`src/rtl/shared_adder_sequencer.sv`:
```
// Sequencer that time-shares one 8-bit ripple-carry adder between two requesters.
// Each operand is added one byte per cycle, LSB first, with the carry registered between bytes.

module RippleCarryAdder (
  input  logic [7:0] i_a,
  input  logic [7:0] i_b,
  input  logic       i_cin,
  output logic [7:0] o_sum,
  output logic       o_cout
);
  logic [8:0] w_c;

  assign w_c[0] = i_cin;

  for (genvar i = 0; i < 8; i++) begin : g_bit
    assign o_sum[i]   = i_a[i] ^ i_b[i] ^ w_c[i];
    assign w_c[i + 1] = (i_a[i] & i_b[i]) | (w_c[i] & (i_a[i] ^ i_b[i]));
  end

  assign o_cout = w_c[8];
endmodule

module shared_adder_sequencer #(
  parameter int WORDS = 4
) (
  input  logic                 i_clk,
  input  logic                 i_rst,
  input  logic                 i_req0_valid,
  output logic                 o_req0_ready,
  input  logic [8*WORDS-1:0]   i_req0_a,
  input  logic [8*WORDS-1:0]   i_req0_b,
  input  logic                 i_req0_cin,
  input  logic                 i_req1_valid,
  output logic                 o_req1_ready,
  input  logic [8*WORDS-1:0]   i_req1_a,
  input  logic [8*WORDS-1:0]   i_req1_b,
  input  logic                 i_req1_cin,
  output logic                 o_rsp_valid,
  input  logic                 i_rsp_ready,
  output logic [8*WORDS-1:0]   o_rsp_sum,
  output logic                 o_rsp_cout,
  output logic                 o_rsp_id,
  output logic                 o_busy
);
  localparam int W  = 8 * WORDS;
  localparam int KW = (WORDS > 1) ? $clog2(WORDS) : 1;

  typedef enum logic [1:0] {S_IDLE, S_ADD, S_DONE} state_t;

  state_t          r_state;
  state_t          w_next;
  logic            r_last;
  logic            r_id;
  logic            r_carry;
  logic            r_cout;
  logic [KW-1:0]   r_k;
  logic [W-1:0]    r_a;
  logic [W-1:0]    r_b;
  logic [W-1:0]    r_sum;

  logic            w_grant0;
  logic            w_grant1;
  logic            w_hs0;
  logic            w_hs1;
  logic            w_last_byte;
  logic [7:0]      w_add_a;
  logic [7:0]      w_add_b;
  logic [7:0]      w_add_sum;
  logic            w_add_cout;

  // Round-robin: on contention the requester that was not served last wins.
  assign w_grant0    = i_req0_valid & (~i_req1_valid | r_last);
  assign w_grant1    = i_req1_valid & (~i_req0_valid | ~r_last);
  assign w_hs0       = o_req0_ready & i_req0_valid;
  assign w_hs1       = o_req1_ready & i_req1_valid;
  assign w_last_byte = (r_k == KW'(WORDS - 1));
  assign w_add_a     = r_a[8*r_k +: 8];
  assign w_add_b     = r_b[8*r_k +: 8];

  RippleCarryAdder u_adder (
    .i_a    (w_add_a),
    .i_b    (w_add_b),
    .i_cin  (r_carry),
    .o_sum  (w_add_sum),
    .o_cout (w_add_cout)
  );

  always_comb begin
    w_next       = r_state;
    o_req0_ready = 1'b0;
    o_req1_ready = 1'b0;
    case (r_state)
      S_IDLE: begin
        if (!i_rst) begin
          o_req0_ready = w_grant0;
          o_req1_ready = w_grant1;
        end
        if (w_grant0 | w_grant1) w_next = S_ADD;
      end
      S_ADD:   if (w_last_byte) w_next = S_DONE;
      S_DONE:  if (i_rsp_ready) w_next = S_IDLE;
      default: w_next = S_IDLE;
    endcase
  end

  always_ff @(posedge i_clk) begin
    if (i_rst) begin
      r_state <= S_IDLE;
      r_last  <= 1'b1;
      r_id    <= 1'b0;
      r_carry <= 1'b0;
      r_cout  <= 1'b0;
      r_k     <= '0;
      r_a     <= '0;
      r_b     <= '0;
      r_sum   <= '0;
    end else begin
      r_state <= w_next;
      if (w_hs0 | w_hs1) begin
        r_a     <= w_hs1 ? i_req1_a   : i_req0_a;
        r_b     <= w_hs1 ? i_req1_b   : i_req0_b;
        r_carry <= w_hs1 ? i_req1_cin : i_req0_cin;
        r_id    <= w_hs1;
        r_last  <= w_hs1;
        r_k     <= '0;
      end else if (r_state == S_ADD) begin
        r_sum[8*r_k +: 8] <= w_add_sum;
        r_carry           <= w_add_cout;
        r_k               <= r_k + KW'(1);
        if (w_last_byte) r_cout <= w_add_cout;
      end
    end
  end

  assign o_rsp_valid = (r_state == S_DONE);
  assign o_rsp_sum   = r_sum;
  assign o_rsp_cout  = r_cout;
  assign o_rsp_id    = r_id;
  assign o_busy      = (r_state != S_IDLE);
endmodule

```
`config.mk`:
```
export PLATFORM = sky130hd
export DESIGN_NAME = shared_adder_sequencer
export DESIGN_NICKNAME = d
export VERILOG_FILES = /design/src/rtl/shared_adder_sequencer.sv
export SDC_FILE = /design/constraint.sdc
export NUM_CORES = 1
export LEC_CHECK = 0
export CORE_MARGIN = 4
export CORE_UTILIZATION = 43
export CTS_CLUSTER_SIZE = 25
export DETAILED_ROUTE_END_ITERATION = 10
export PLACE_DENSITY = 0.81
export SLEW_MARGIN = 25
export SYNTH_ARGS = -nofsm -noshare
export SYNTH_HDL_FRONTEND = slang
export SYNTH_HIERARCHICAL = 1
export SYNTH_SLANG_ARGS = --single-unit
export TNS_END_PERCENT = 5
```
`constraint.sdc`:
```
create_clock -name i_clk -period 15.2 [get_ports i_clk]
set_clock_uncertainty 0.15 [all_clocks]
set_input_delay 3.04 -clock i_clk [delete_from_list [all_inputs] [get_ports i_clk]]
set_output_delay 3.04 -clock i_clk [all_outputs]
set_load 0.02 [all_outputs]
```
==> flow_summary.toml, run 1 <==
[status]
outcome = "finished, final reports clean"

[power_and_ir_drop]
peakVddDrop_mv = 0.0587
cellLeakagePower_nw = 2.54
power.density_nw_per_um2 = 92.6

[cts]
cts_buffer_depth = 2
cts_resized = 0
hold_buffers = 0
cts_tree = "yes"
cts-root-buf = "clkbuf_16"
htree_levels = 3
clk_pin_slew_ns = 0.07
cts_setup_buffers = 0
numCtsBuffers = 9
cts.sinks = 104
clk_latency_ns = 0.34

[placed_design]
dpl_cell_area_um2 = 6850
place.gp.congestion = 0.824
portBuffers = 172
dp_hpwl_um = 10600

[finish]
nets = 785
drive_gt1_frac = 0.0764
antenna_cells = 0
fill_cells = 969
area_growth_pct = 37.7
final_area_um2 = 7150

[min_path]
hold_class = "register to register"

[route]
via_count = 4543
routed_wirelength_um = 14500
wl_per_cell_um = 18.4
drt_iter0_drc = 489
firstDrtPassIters = 6
remaining_drc_errors = 0
ant_nets = 0
viasPerCell = 5.79

[floorplanning]
core_um2 = 11600
die_h_um = 118
rows = 39
start_util = 0.447
io-pin-count = 173
chipWidth_um = 118
design.die.area_um2 = 13900

[global_routing]
grt_max_degree = 68
use_met3 = 0.0500
antenna_found_initial = 0
grt_pass1_vias = 4642
grt_usage = 0.203
grt_overflow = 0
busiest_layer = "met2"
use_met2 = 0.355
met1_usage = 0.247
grt_pass1_wl_um = 23500

[synthesis]
syn_nets = 648
synth_area_um2 = 5190
synth-simple-area-share = 0.0660
synth_top_family_by_area = "compound AO/OA/AOI/OAI gates"
synth_area_per_cell_um2 = 10.4
synth_compound_area_frac = 0.223
synthAdderAreaFrac = 0.0453
syn_inst = 499
ys_types = 44
yosys_warnings = 6
synth-xor-area-share = 0.00169
seq_area_frac_synth = 0.401
synth_mux_area_frac = 0.197
yosys_register_bits = 104

[timing]
period_share = 0.537
tns_ns = 0
max_freq_mhz = 123
min_period_ns = 8.16
setup_viol = 0
finalHoldViolCount = 0
worst_pin_slew_ns = 0.922
relSlewSlack = 0.385
rsz0062_at_grt = "no"
drv_slew = 0

[worst_setup_path]
cp_num_buf_inv = 3
crit_chain = "clkdlybuf4s50_1, buf_4, nor3_1, and3_1, clkdlybuf4s50_1"
rrSetupSlack_ns = 9.94
critical_path_class = "input pin to output pin"
crit_arrival_ns = 4.97
critPathTopFamily = "buffers and inverters"
critical-path-slowest-cell = "clkdlybuf4s50_1"
cp-end-kind = "output pin"
cpPeakStageDelay_ns = 0.60
cp_max_fo = 43
path_common_cell = "clkdlybuf4s50_1"
required_ns = 12.01
start_kind = "input pin"

[job]
drv_cap = 0
## layout make-up
class	count	area (µm²)	area share
clock buffers	11	243	0.0340
repair buffers	177	1760	0.246
well taps	143	179	0.0250
inverters	15	58.8	0.00823
clock inverters	5	38.8	0.00543
multi-input cells	329	2790	0.390
flip-flops and latches	104	2080	0.291
## stage by stage
step	hold WS [ns]	util	std cells	worst slack (ns)	total power, mW
floorplan	0.314	-	499	8.20	0.385
global placement	0.312	0.590	768	7.20	0.443
detailed placement	0.303	0.590	768	7.13	0.447
CTS	0.312	0.614	784	7.13	0.664
global route	0.364	0.615	784	6.92	0.690
finish	0.311	0.615	784	7.04	0.662
## registers in the layout, summed over array words and instances, names as in the netlist
signal and flops:
r_b 32, r_a 32, r_state 2, o_rsp_cout 1, r_last 1, o_rsp_sum 32, o_rsp_id 1, r_k 2
r_carry 1
## cells in the final DEF (no fill, tap or decap), types with 2 or more instances in the layout
cell and n:
inv_1 13, mux4_2 16, o21ai_0 24, clkbuf_16 9, o211ai_1 65, ha_1 6
mux2i_1 65, dfxtp_1 104, nor3_1 4, o21ai_1 40, nor2b_1 3, fa_1 8
clkinv_2 3, a32oi_1 32, clkdlybuf4s50_1 172, nand3b_1 5, nor2_1 34, nand2b_1 2
and2_1 2, nand2_1 2, a21oi_1 2, buf_4 5, inv_6 3
## worst paths after layout
path                            startpoint            end  cells after the start
worst max-delay path                 i_rst   o_req0_ready                      5
worst min-delay path            o_rsp_cout     o_rsp_cout                      2
worst max register to register      r_k[0]  o_rsp_sum[15]                     16
worst min register to register  o_rsp_cout     o_rsp_cout                      2
## synth_stat cells, drive strengths merged
cell	n	share of area
nand2	3	0.0027
o21ai	64	0.062
a22oi	1	0.0014
clkbuf	22	0.018
nand2b	2	0.0024
or3b	1	0.0017
nor2	36	0.027
or2	1	0.0012
nand3b	5	0.0072
a21oi	2	0.0019
nor3	4	0.0039
and3b	1	0.0017
o211ai	65	0.094
nand3	1	0.00096
a21boi	1	0.0036
mux2i	65	0.13
nor3b	1	0.0036
a2111oi	2	0.0046
and4bb	1	0.0024
and2	2	0.0024
buf	29	0.037
dfxtp	104	0.40
and3	1	0.0012
ha	6	0.014
mux4	16	0.069
a221o	1	0.0019
inv	15	0.011
a32oi	32	0.054
fa	8	0.031
mux2	1	0.0022
nor2b	4	0.0063
xnor2	1	0.0017
nor4bb	1	0.0019
## kinds of logic after synthesis
logic type                 after synthesis
AOI/OAI and AO/OA                      168
adders and majority gates               14
xor gates and xnor gates                 1
and+or+nand+nor                         64
buffers and inverters                   66
DFF                                    104
muxes                                   82
## per-layer routing
layer | wire length [µm] | share of wire
met3 | 919 | 0.064
met5 | 0 | 0
met1 | 6010 | 0.42
met2 | 7280 | 0.50
met4 | 245 | 0.017
## tightest hold or removal path, delay by kind of cell, from the launching register on
| family | cells | cell delay, ns |
|---|---|---|
| DFF | 1 | 0.31 |
| and+or+nand+nor | 1 | 0.05 |
| AOI/OAI and AO/OA | 1 | 0.05 |
## report_power, final
part           leakage (nW)  internal, mW  switching [mW]
clock                 0.137         0.117           0.102
combinational          1.55        0.0722          0.0687
sequential            0.851         0.289          0.0118
total                  2.54         0.479           0.183
No activity file was read; power rests on OpenSTA's default activity.
==> inputs of run 2 (changes only) <==
--- a/config.mk
+++ b/config.mk
@@ -6,10 +6,10 @@
 export NUM_CORES = 1
 export LEC_CHECK = 0
 export CORE_MARGIN = 4
-export CORE_UTILIZATION = 43
+export CORE_UTILIZATION = 42
 export CTS_CLUSTER_SIZE = 25
 export DETAILED_ROUTE_END_ITERATION = 10
-export PLACE_DENSITY = 0.81
+export PLACE_DENSITY = 0.82
 export SLEW_MARGIN = 25
 export SYNTH_ARGS = -nofsm -noshare
 export SYNTH_HDL_FRONTEND = slang
==> constraint.sdc (replaced) <==
create_clock -name i_clk -period 7 [get_ports i_clk]
set_clock_uncertainty 0.15 [all_clocks]
set_input_delay 1.4 -clock i_clk [delete_from_list [all_inputs] [get_ports i_clk]]
set_output_delay 1.4 -clock i_clk [all_outputs]
set_load 0.02 [all_outputs]
==> run 2 against run 1 <==
Net effect:
- total power increased by 120%
- largest power group unchanged
- count of clock-buffer cells in the layout increased by 1
- setup slack got worse by 5.4 ns
- sequential power increased by 120%
- clock power increased by 120%
- routed wire length about the same
- critical path depth increased by 11
- hold slack improved by 0.035 ns
- register-to-register slack got worse by 8.3 ns
- combinational power increased by 110%
==> flow_summary.toml, run 2 (synthesized netlist as in run 1, its figures left out) <==
[status]
outcome = "finished, final reports clean"

[floorplanning]
rows = 40
io-pin-count = 173
core_um2 = 12100
chipWidth_um = 119
start_util = 0.430
design.die.area_um2 = 14200
die_h_um = 119

[worst_setup_path]
critPathTopFamily = "adder cells"
worst-path-stages = 16
cpPeakStageDelay_ns = 0.71
crit_arrival_ns = 5.52
critical_path_class = "register to register"
rrSetupSlack_ns = 1.60
worst-r2r-cell-count = 16
cp-end-kind = "register"
crit_chain = "buf_4, mux4_2, fa_1, inv_1, fa_1, inv_1, fa_1, fa_1, fa_1, fa_1, fa_1, inv_1, fa_1, inv_1, a32oi_1, nor2_1"
endpoint = "o_rsp_sum[7]"
cp_max_fo = 14
required_ns = 7.12
start_kind = "register"
cp_num_buf_inv = 5
path_common_cell = "fa_1"
crit_path_start = "r_k[0]"
critical-path-slowest-cell = "dfxtp_1"
r2r-end = "o_rsp_sum[7]"
r2r-start = "r_k[0]"

[route]
via_count = 4573
viasPerCell = 5.65
drt_iter0_drc = 480
wl_per_cell_um = 17.9
remaining_drc_errors = 0
firstDrtPassIters = 5
ant_nets = 0
routed_wirelength_um = 14500

[power_and_ir_drop]
cellLeakagePower_nw = 2.55
power.density_nw_per_um2 = 201
peakVddDrop_mv = 0.113

[finish]
drive_gt1_frac = 0.0780
fill_cells = 1005
layout_common_cells = "172 x clkdlybuf4s50_1, 104 x dfxtp_1, 65 x mux2i_1, 65 x o211ai_1, 40 x o21ai_1"
layout_commonest_cell = "clkdlybuf4s50_1"
antenna_cells = 0
nets = 785
area_growth_pct = 38.5
fin_util = 0.596

[global_routing]
antenna_found_initial = 0
grt_usage = 0.199
grt_pass1_vias = 4629
grt_pass1_wl_um = 23100
grt_max_degree = 68
grt_overflow = 0

[min_path]
hp-start = "o_rsp_cout"
hold_class = "register to register"

[cts]
numCtsBuffers = 9
cts_tree = "yes"
hold_buffers = 0
cts.sinks = 104
cts-root-buf = "clkbuf_16"
cts_buffer_depth = 2
htree_levels = 3
clk_pin_slew_ns = 0.07
cts_setup_buffers = 0
clk_latency_ns = 0.34
cts_resized = 0

[timing]
relSlewSlack = 0.339
tns_ns = 0
worst_pin_slew_ns = 0.992
max_freq_mhz = 185
rsz0062_at_grt = "no"
period_share = 0.772
setup_viol = 0
min_period_ns = 5.40
drv_slew = 0
finalHoldViolCount = 0

[placed_design]
dp_hpwl_um = 10700
portBuffers = 172
place.gp.congestion = 0.854

[job]
drv_cap = 0
-- run 2: where the power goes --
part           switching, mW  internal, mW  total [mW]
Combinational          0.145         0.157       0.302
Sequential            0.0276         0.629       0.656
Clock                  0.215         0.270       0.486
-- run 2: layout make-up --
type	count	area, µm²	area share
multi-input cells	329	2790	0.388
well taps	168	210	0.0292
clock buffers	12	267	0.0371
clock inverters	4	26.3	0.00365
inverters	15	58.8	0.00818
flip-flops and latches	104	2080	0.290
repair buffers	177	1760	0.245
-- run 2: worst min path at each step --
stage	cells after the start	to
finish	2	o_rsp_cout
global route	2	o_rsp_cout
CTS	2	o_rsp_cout
detailed placement	2	o_rsp_cout
global placement	2	o_rsp_cout
floorplan	2	r_b[11]
-- run 2: through the flow --
stage	std cells	setup slack [ns]	hold slack, ns	cell area (µm²)	power [mW]
floorplan	499	2.23	0.314	5190	0.836
global placement	793	1.84	0.310	6880	0.957
detailed placement	793	1.64	0.313	6890	0.969
CTS	809	1.62	0.342	7180	1.45
global route	809	1.35	0.367	7190	1.50
finish	809	1.60	0.346	7190	1.44
-- run 2: metal layers --
layer	global-route usage	routed length, µm
met1	0.255	5920
met2	0.340	7250
met3	0.0361	1060
met4	0.0623	220
met5	0	0
-- run 2: worst register-to-register path: cells and delay by family, from the launching register on --
kind            cells  cell delay (ns)
fa+ha+maj           8             2.96
buf+inv             5             0.73
flops               1             0.71
mux                 1             0.55
simple gates        1             0.14
compound gates      1             0.11
